`src/rtl/usb_desc_streamer.sv`:
```
// EP0 GET_DESCRIPTOR engine: looks up a ROM region, clips to wLength and
// streams it as MAXPKT-sized packets with ZLP termination and stall handling.
module usb_desc_streamer #(
    parameter int unsigned MAXPKT    = 64,
    parameter bit          HSSUPPORT = 1'b1
) (
    input  logic        CLK,
    input  logic        RESET,
    input  logic        i_req_valid,
    input  logic [7:0]  i_req_type,
    input  logic [15:0] i_req_wlength,
    input  logic        i_hs_mode,
    input  logic        i_abort,
    output logic [9:0]  o_descrom_raddr,
    input  logic [7:0]  i_descrom_rdat,
    input  logic [9:0]  i_desc_dev_addr,
    input  logic [7:0]  i_desc_dev_len,
    input  logic [9:0]  i_desc_qual_addr,
    input  logic [7:0]  i_desc_qual_len,
    input  logic [9:0]  i_desc_fscfg_addr,
    input  logic [7:0]  i_desc_fscfg_len,
    input  logic [9:0]  i_desc_hscfg_addr,
    input  logic [7:0]  i_desc_hscfg_len,
    output logic        o_tx_valid,
    output logic [7:0]  o_tx_data,
    output logic        o_tx_last,
    output logic        o_tx_zlp,
    input  logic        i_tx_ready,
    input  logic        i_pkt_ack,
    output logic        o_req_stall,
    output logic        o_done,
    output logic        o_busy
);

    localparam int unsigned PCW = $clog2(MAXPKT) + 1;

    typedef enum logic [2:0] {IDLE, LOOKUP, SEND, WAIT_ACK, ZLP, DONE} state_t;

    state_t          state, state_nx;
    logic [7:0]      type_q;
    logic [15:0]     wlen_q;
    logic            hs_q;
    logic [9:0]      ptr_q;
    logic [15:0]     rem_q;
    logic [15:0]     total_q;
    logic [PCW-1:0]  pc_q;
    logic            stall_q;

    logic            sel_ok;
    logic [9:0]      sel_base;
    logic [7:0]      sel_len;
    logic [15:0]     clip_len;
    logic            last_byte;
    logic            pkt_full;

    // Region select from the latched descriptor type
    always_comb begin
        sel_ok   = 1'b1;
        sel_base = 10'd0;
        sel_len  = 8'd0;
        case (type_q)
            8'd1: begin
                sel_base = i_desc_dev_addr;
                sel_len  = i_desc_dev_len;
            end
            8'd2: begin
                sel_base = hs_q ? i_desc_hscfg_addr : i_desc_fscfg_addr;
                sel_len  = hs_q ? i_desc_hscfg_len  : i_desc_fscfg_len;
            end
            8'd6: begin
                sel_ok   = HSSUPPORT;
                sel_base = i_desc_qual_addr;
                sel_len  = i_desc_qual_len;
            end
            default: sel_ok = 1'b0;
        endcase
    end

    assign clip_len  = ({8'd0, sel_len} < wlen_q) ? {8'd0, sel_len} : wlen_q;
    assign last_byte = (rem_q == 16'd1) || (pc_q == PCW'(MAXPKT - 1));
    assign pkt_full  = (pc_q == PCW'(MAXPKT));

    always_ff @(posedge CLK) begin
        if (!RESET) state <= IDLE;
        else        state <= state_nx;
    end

    always_comb begin
        state_nx        = state;
        o_tx_valid      = 1'b0;
        o_tx_data       = 8'd0;
        o_tx_last       = 1'b0;
        o_tx_zlp        = 1'b0;
        o_descrom_raddr = 10'd0;
        o_done          = 1'b0;
        o_busy          = (state != IDLE);
        case (state)
            IDLE: if (i_req_valid) state_nx = LOOKUP;
            LOOKUP: begin
                if (!sel_ok)              state_nx = IDLE;
                else if (clip_len == '0)  state_nx = DONE;
                else                      state_nx = SEND;
            end
            SEND: begin
                o_tx_valid      = 1'b1;
                o_descrom_raddr = ptr_q;
                o_tx_data       = i_descrom_rdat;
                o_tx_last       = last_byte;
                if (i_tx_ready && last_byte) state_nx = WAIT_ACK;
            end
            WAIT_ACK: begin
                if (i_pkt_ack) begin
                    if (rem_q != '0)                         state_nx = SEND;
                    else if (pkt_full && (total_q < wlen_q)) state_nx = ZLP;
                    else                                     state_nx = DONE;
                end
            end
            ZLP: begin
                o_tx_valid = 1'b1;
                o_tx_zlp   = 1'b1;
                o_tx_last  = 1'b1;
                if (i_tx_ready) state_nx = WAIT_ACK;
            end
            DONE: begin
                o_done   = 1'b1;
                state_nx = IDLE;
            end
            default: state_nx = IDLE;
        endcase
        if (i_abort) state_nx = IDLE;
    end

    assign o_req_stall = stall_q;

    // Transfer bookkeeping; LOOKUP reinitialises everything, so abort needs no clearing
    always_ff @(posedge CLK) begin
        if (!RESET) begin
            type_q  <= 8'd0;
            wlen_q  <= 16'd0;
            hs_q    <= 1'b0;
            ptr_q   <= 10'd0;
            rem_q   <= 16'd0;
            total_q <= 16'd0;
            pc_q    <= '0;
            stall_q <= 1'b0;
        end else begin
            stall_q <= (state == LOOKUP) && !sel_ok && !i_abort;
            case (state)
                IDLE: begin
                    if (i_req_valid) begin
                        type_q <= i_req_type;
                        wlen_q <= i_req_wlength;
                        hs_q   <= i_hs_mode;
                    end
                end
                LOOKUP: begin
                    ptr_q   <= sel_base;
                    rem_q   <= clip_len;
                    pc_q    <= '0;
                    total_q <= 16'd0;
                end
                SEND: begin
                    if (i_tx_ready) begin
                        ptr_q   <= ptr_q + 10'd1;
                        rem_q   <= rem_q - 16'd1;
                        pc_q    <= pc_q + PCW'(1);
                        total_q <= total_q + 16'd1;
                    end
                end
                WAIT_ACK: if (i_pkt_ack && (rem_q != '0)) pc_q <= '0;
                ZLP:      if (i_tx_ready) pc_q <= '0;
                default: ;
            endcase
        end
    end

endmodule

```
`config.mk`:
```
export PLATFORM = sky130hd
export DESIGN_NAME = usb_desc_streamer
export DESIGN_NICKNAME = d
export VERILOG_FILES = /design/src/rtl/usb_desc_streamer.sv
export SDC_FILE = /design/constraint.sdc
export NUM_CORES = 1
export LEC_CHECK = 0
export CAP_MARGIN = 30
export CORE_MARGIN = 1
export CORE_UTILIZATION = 45
export DETAILED_ROUTE_END_ITERATION = 6
export DONT_BUFFER_PORTS = 1
export HOLD_SLACK_MARGIN = 0.1
export RECOVER_POWER = 25
export SLEW_MARGIN = 15
export SYNTH_ARGS = -nofsm -noshare
export SYNTH_HDL_FRONTEND = slang
export SYNTH_SLANG_ARGS = --single-unit
```
`constraint.sdc`:
```
create_clock -name CLK -period 4.19 [get_ports CLK]
set_input_delay 0.838 -clock CLK [delete_from_list [all_inputs] [get_ports CLK]]
set_output_delay 0.838 -clock CLK [all_outputs]
set_load 0.02 [all_outputs]
```
==> out/qor.yml, run 1 <==
power:
  intPower_mw: 1.41
  total_power_mw: 1.88
  swShare_pct: 25.1
  p_clk_share_pct: 44.5
  combPwrFrac_pct: 13.4
  p_switching_uw: 472
  p_per_area_mw_per_mm2: 337
  peakVddDrop_mv: 0.297
  seqPwrFrac_pct: 42.1
  leakagePower_nw: 2.11
yosys:
  synthTopCellsByCount: "nand2_1, dfxtp_1, nor2_1"
  synth_most_common_cell: "nand2_1"
  synth.cell_area_mm2: 0.00516
  synthArstFlopShare_pct: 0
  synth-seq-area-share_pct: 30.3
  synth_top_flop_cell: "dfxtp_1"
  yosys.area.top_type: "dfxtp_1"
  yosysUniqueCellTypes: 66
  synthCells: 669
  synth_top_area_share_pct: 30.3
  syn_avg_cell_area_um2: 7.71
  ys_ff_latch: 78
  ys_top_cells_by_area: "dfxtp_1, nand2_1, ha_1, mux2_2, nor2_1"
  synth_nets: 808
  yosysWarnings: 0
  synth_edf_count: 0
clocking:
  cts_tree: "built"
  htreeDepth: 3
  cts_buffer_depth: 2
  cts_made_buffers: 9
  cts-root-buf: "clkbuf_16"
  cts_hold_buf: 0
  post-cts-setup-buffers: 0
  clkSinkCount: 78
  cts_resized: 0
  clk_latency_ns: 0.33
  clkTransAtPathRegs_ns: 0.06
global_routing:
  grtUsageTotal_pct: 23.2
  overflow: 0
  grt_max_degree: 56
  first_global_vias: 4490
  antenna_found_initial: 0
  grt_pass1_wl_mm: 21.5
final_layout:
  finalNetCount: 789
  antennaDiodeCount: 0
  fin_cells: 795
  final_layout_size_suffix_gt1_share_pct: 8.40
  area_growth_syn_to_layout_pct: 7.88
setup_path:
  end_kind: "flop"
  cp_max_fo: 13
  critPathLaunch: "hs_q$_SDFFE_PN0P_"
  cp-start-kind: "flop"
  required_ns: 4.41
  rr_startpoint: "hs_q$_SDFFE_PN0P_"
  crit_type: "flop to flop"
  arrival_ns: 3.81
  rr_worst_depth: 13
placed_design:
  dp_cells: 779
  io_buffers: 0
  pre_cts_slack_ns: 0.495
  hpwl_mm: 10.1
  gp_congestion: 0.850
sta:
  layout_min_cycle_time_ns: 3.60
  drv_slew: 0
  rsz0062_at_grt: "no"
  period_share_pct: 85.8
  fmax_mhz: 278
  setup_ws_ns: 0.593
  finalSetupTns_ns: 0
  setup_viol: 0
  maxSlewHeadroom_pct: 26.3
  worst_pin_slew_ns: 1.11
  finClkSkew_ns: 0.00643
  holdWs_ns: 0.468
  hold_viol_final: 0
floorplan:
  die_area_mm2: 0.0119
  start_util_pct: 47.0
  dieWidth_um: 109
  coreArea_mm2: 0.0110
  num_rows: 38
  io_pins: 135
  die_h_um: 109
routing:
  firstDrtPassIters: 5
  wl_mm: 13.4
  drt_iter0_markers: 339
  drt-wirelength-per-cell_um: 16.9
  avgViaCountPerCell: 5.94
  drc: 0
  ant_nets: 0
  dr_total_vias: 4721
worst_hold_path:
  hp-start: "type_q[3]$_SDFFE_PN0P_"
  hold_path.class: "flop to flop"
  hold_depth: 2
run:
  cap_viol_max_count: 0
run_status:
  status: "completed"
## worst max-delay path, stage by stage (launching register included)
cell and delay [ns]:
dfxtp_1 0.53, buf_4 0.29, mux2_2 0.36, a22oi_1 0.14
a21oi_1 0.14, ha_1 0.29, o21ai_0 0.07, a211oi_1 0.25
nor2_1 0.08, a211oi_1 0.50, buf_4 0.23, mux2_2 0.33
a222oi_1 0.21, nor2_1 0.06
## registers in the layout, indices dropped and copies added (netlist names)
name,cells
rem_q,16
state,3
type_q,8
total_q,16
hs_q,1
ptr_q,10
pc_q,7
o_req_stall,1
wlen_q,16
## worst paths after layout
path	endpoint	slack [ns]
worst max-delay path	rem_q[6]$_SDFFE_PN0P_	0.59
worst min-delay path	type_q[3]$_SDFFE_PN0P_	0.47
worst max register to register	rem_q[6]$_SDFFE_PN0P_	0.59
worst min register to register	type_q[3]$_SDFFE_PN0P_	0.47
## final cells by class
| type | count | area, µm² |
|---|---|---|
| clock buffer | 12 | 246 |
| tap | 140 | 175 |
| timing repair buffer | 9 | 67.6 |
| inverter | 27 | 101 |
| multi-input combinational | 525 | 3340 |
| clock inverter | 4 | 70.1 |
| sequential | 78 | 1560 |
| fill | 1045 | 5420 |
## cell usage in the layout (no fill, tap or decap), types with 5 or more instances in the layout
| cell type | netlist | final |
|---|---|---|
| nand2_1 | 103 | 103 |
| dfxtp_1 | 78 | 78 |
| nor2_1 | 57 | 57 |
| a21oi_1 | 41 | 41 |
| o21ai_0 | 30 | 30 |
| a21boi_0 | 28 | 28 |
| ha_1 | 28 | 28 |
| inv_1 | 27 | 27 |
| and2_1 | 22 | 21 |
| mux2_2 | 19 | 19 |
| nand3_1 | 18 | 18 |
| nor3_1 | 17 | 17 |
| xor2_1 | 17 | 17 |
| nand4_1 | 12 | 12 |
| a22oi_1 | 11 | 11 |
| nor4_1 | 11 | 11 |
| nor2b_1 | 11 | 10 |
| clkbuf_16 | 0 | 9 |
| buf_4 | 0 | 9 |
| nand2b_1 | 8 | 8 |
| and3_1 | 7 | 7 |
| mux2i_1 | 7 | 7 |
| a222oi_1 | 6 | 6 |
| a211oi_1 | 6 | 6 |
| xnor2_1 | 5 | 5 |
## power groups by stage
stage	Sequential (mW)	Combinational (mW)	Clock, mW
2_1_floorplan	0.796	0.205	0
3_3_place_gp	0.805	0.244	0
5_1_grt	0.794	0.281	0.881
4_1_cts	0.790	0.250	0.852
3_5_place_dp	0.806	0.249	0
6_report	0.790	0.252	0.836
## metrics by stage
| stage | util (%) | cell area [µm²] |
|---|---|---|
| finish | 50.7 | 5570 |
| global route | 50.7 | 5570 |
| detailed placement | 47.8 | 5250 |
| CTS | 50.7 | 5570 |
| floorplan | - | 5160 |
| global placement | 47.8 | 5250 |
## cells by family after synthesis
family	synth area share [%]
compound gates	21.4
xor+xnor	3.73
fa+ha+maj	6.79
buf+inv	4.97
flops	30.3
mux	5.50
simple gates	27.4
## metal layers
layer / GRT usage, % / vias to the layer above / part of all wire [%]
met5: 0 / - / 0
met4: 7.92 / 0 / 1.8
met3: 5.56 / 21 / 5.1
met2: 38.1 / 149 / 46
met1: 29.6 / 2213 / 47
li1: - / 2338 / -
No activity file was read; power rests on OpenSTA's default activity.
==> run 2: changes to the inputs <==
--- a/config.mk
+++ b/config.mk
@@ -5,12 +5,14 @@
 export SDC_FILE = /design/constraint.sdc
 export NUM_CORES = 1
 export LEC_CHECK = 0
+export ABC_AREA = 1
 export CAP_MARGIN = 30
 export CORE_MARGIN = 1
 export CORE_UTILIZATION = 45
 export DETAILED_ROUTE_END_ITERATION = 6
 export DONT_BUFFER_PORTS = 1
 export HOLD_SLACK_MARGIN = 0.1
+export MAX_ROUTING_LAYER = met4
 export RECOVER_POWER = 25
 export SLEW_MARGIN = 15
 export SYNTH_ARGS = -nofsm -noshare
==> out/qor.yml, run 2 <==
run_status:
  status: "completed"
worst_hold_path:
  hold_path.class: "flop to flop"
  holdPathEnd: "type_q[6]$_SDFFE_PN0P_"
  hold_depth: 2  # unchanged
  hp-start: "type_q[6]$_SDFFE_PN0P_"
clocking:
  cts_hold_buf: 0  # unchanged
  clkSinkCount: 78  # unchanged
  htreeDepth: 3  # unchanged
  cts_buffer_depth: 2  # unchanged
  cts_resized: 0  # unchanged
  cts-root-buf: "clkbuf_8"
  clkTransAtPathRegs_ns: 0.08  # +0.02 ns
  post-cts-setup-buffers: 0  # unchanged
  cts_tree: "built"
  cts_made_buffers: 9  # unchanged
  clk_latency_ns: 0.37  # +0.04 ns
routing:
  drt_iter0_markers: 308  # -9.1%
  wl_mm: 13.4  # -0.57%
  ant_nets: 0  # unchanged
  avgViaCountPerCell: 5.46  # -8.0%
  drc: 0  # unchanged
  dr_total_vias: 4880  # +3.4%
  drt-wirelength-per-cell_um: 15.0  # -11%
  firstDrtPassIters: 5  # unchanged
yosys:
  synth-seq-area-share_pct: 31.2  # +0.95 points
  syn_avg_cell_area_um2: 6.59  # -15%
  synth_nets: 898  # +11%
  yosysWarnings: 0  # unchanged
  ys_top_cells_by_area: "dfxtp_1, nand2_1, a21oi_1, nor2_1, inv_1"
  synthTopCellsByCount: "nand2_1, nor2_1, inv_1"
  synth.cell_area_mm2: 0.00500  # -3.1%
  synthArstFlopShare_pct: 0  # unchanged
  yosysUniqueCellTypes: 49  # -26%
  ys_ff_latch: 78  # unchanged
  synth_top_flop_cell: "dfxtp_1"
  synthCells: 759  # +13%
  synth_most_common_cell: "nand2_1"
  synth_edf_count: 0  # unchanged
  synth_top_area_share_pct: 31.2  # +0.95 points
  yosys.area.top_type: "dfxtp_1"
placed_design:
  io_buffers: 0  # unchanged
  hpwl_mm: 10.2  # +0.34%
  gp_congestion: 0.873  # +2.6%
floorplan:
  start_util_pct: 46.1  # -0.84 points
  coreArea_mm2: 0.0108  # -1.3%
  io_pins: 135  # unchanged
  num_rows: 38  # unchanged
  die_h_um: 107  # -1.5%
  dieWidth_um: 107  # -1.5%
  die_area_mm2: 0.0115  # -3.0%
setup_path:
  arrival_ns: 3.93  # +0.12 ns
  required_ns: 4.48  # +0.07 ns
  end_kind: "flop"
  rrSetupSlack_ns: 0.55  # -0.04 ns
  rr_worst_depth: 21  # +8
  cp-start-kind: "flop"
  rr_startpoint: "type_q[4]$_SDFFE_PN0P_"
  crit_type: "flop to flop"
  cp_max_fo: 17  # +4
  r2r_end: "state[0]$_SDFFE_PP0P_"
sta:
  layout_min_cycle_time_ns: 3.64  # +0.0394 ns
  finClkSkew_ns: 0.0146  # +0.00812 ns
  period_share_pct: 86.8  # +0.94 points
  fmax_mhz: 275  # -1.1%
  worst_pin_slew_ns: 0.889  # -0.216 ns
  holdWs_ns: 0.452  # -0.0152 ns
  hold_viol_final: 0  # unchanged
  setup_viol: 0  # unchanged
  rsz0062_at_grt: "no"
  drv_slew: 0  # unchanged
  maxSlewHeadroom_pct: 40.7  # +14 points
  finalSetupTns_ns: 0  # unchanged
final_layout:
  layout_common_cells: "nand2_1, nor2_1, inv_1"
  largestRegisters: "rem_q x16, total_q x16, wlen_q x16"
  finalNetCount: 887  # +12%
  final_layout_size_suffix_gt1_share_pct: 4.65  # -3.7 points
  mostFrequentLayoutCell: "nand2_1"
  antennaDiodeCount: 0  # unchanged
  area_growth_syn_to_layout_pct: 5.55
global_routing:
  grt.busiest_layer: "met2"
  grt_use_met1_pct: 30.4  # +0.75 points
  antenna_found_initial: 0  # unchanged
  overflow: 0  # unchanged
  grt_max_degree: 50  # -11%
  use_met2_pct: 40.7  # +2.7 points
  first_global_vias: 4481  # -0.20%
  grtUsageTotal_pct: 24.6  # +1.4 points
  grt_use_met3_pct: 4.78  # -0.78 points
  grt_pass1_wl_mm: 21.4  # -0.32%
power:
  peakVddDrop_mv: 0.120  # -59%
  leakagePower_nw: 2.24  # +6.1%
  p_per_area_mw_per_mm2: 309  # -8.3%
run:
  cap_viol_max_count: 0  # unchanged
run 2: per-layer routing:
| layer | wire [µm] | vias up |
|---|---|---|
| met4 | 244 | 0 |
| li1 | - | 2522 |
| met5 | 0 | - |
| met1 | 6070 | 2204 |
| met3 | 713 | 16 |
| met2 | 6340 | 138 |
run 2: critical path: stages (launching register included):
cell and delay, ns:
dfxtp_1 0.31, inv_1 0.06, nand2_1 0.05, nor2_1 0.31, nand2_1 0.43, o311ai_0 0.61, ha_1 0.33, nand2_1 0.06
inv_1 0.03, nand2_1 0.05, nand2_1 0.05, nand2_1 0.07, nand2_1 0.17, nand2_1 0.25, nand2_1 0.12, nand2_1 0.07
nand2_1 0.05, nor2_1 0.16, nand3_1 0.13, nand2_1 0.07, nand2_1 0.05, a21oi_1 0.15
run 2: cell type report:
class | count | area, µm²
fillers | 1122 | 5560
multi-input cells | 548 | 2940
flip-flops and latches | 78 | 1560
inverters | 105 | 395
well taps | 140 | 175
clock buffers | 11 | 131
repair buffers | 6 | 41.3
clock inverters | 5 | 36.3
run 2: report_power, final:
part	internal (mW)	switching, mW	leakage, nW
logic	0.106	0.213	1.53
registers	0.780	0.0211	0.638
clock network	0.216	0.299	0.0755
run 2: worst max path at each step:
stage / startpoint / endpoint / slack, ns / cells past startpoint
5_1_grt: type_q[5]$_SDFFE_PN0P_ / state[2]$_SDFFE_PP0P_ / 0.03 / 23
2_1_floorplan: i_desc_hscfg_len[3] / state[2]$_SDFFE_PP0P_ / 1.31 / 17
3_5_place_dp: type_q[4]$_SDFFE_PN0P_ / state[0]$_SDFFE_PP0P_ / 0.59 / 23
4_1_cts: type_q[4]$_SDFFE_PN0P_ / state[0]$_SDFFE_PP0P_ / 0.57 / 23
6_report: type_q[4]$_SDFFE_PN0P_ / state[0]$_SDFFE_PP0P_ / 0.55 / 21
3_3_place_gp: type_q[4]$_SDFFE_PN0P_ / state[2]$_SDFFE_PP0P_ / 0.78 / 23
run 2: metrics by stage:
| step | util [%] | power [mW] | setup slack [ns] | std cells | instance area (µm²) |
|---|---|---|---|---|---|
| after floorplan | - | 1.07 | 1.31 | 759 | 5000 |
| after global placement | 47.2 | 1.13 | 0.777 | 877 | 5120 |
| after detailed placement | 47.2 | 1.13 | 0.587 | 877 | 5120 |
| after CTS | 48.7 | 1.65 | 0.572 | 893 | 5280 |
| after global routing | 48.7 | 1.74 | 0.0263 | 893 | 5280 |
| final | 48.7 | 1.63 | 0.554 | 893 | 5280 |
run 2: cells by family (layout without fill, tap and decap cells):
group                      after synthesis  count (layout)  share of synthesized area, %
xor gates and xnor gates                10              10                          1.75
adders and majority gates               28              28                          7.00
and+or+nand+nor                        310             310                          26.8
buffers and inverters                  133             127                          10.0
AOI/OAI and AO/OA                      200             200                          23.2
DFF                                     78              78                          31.2
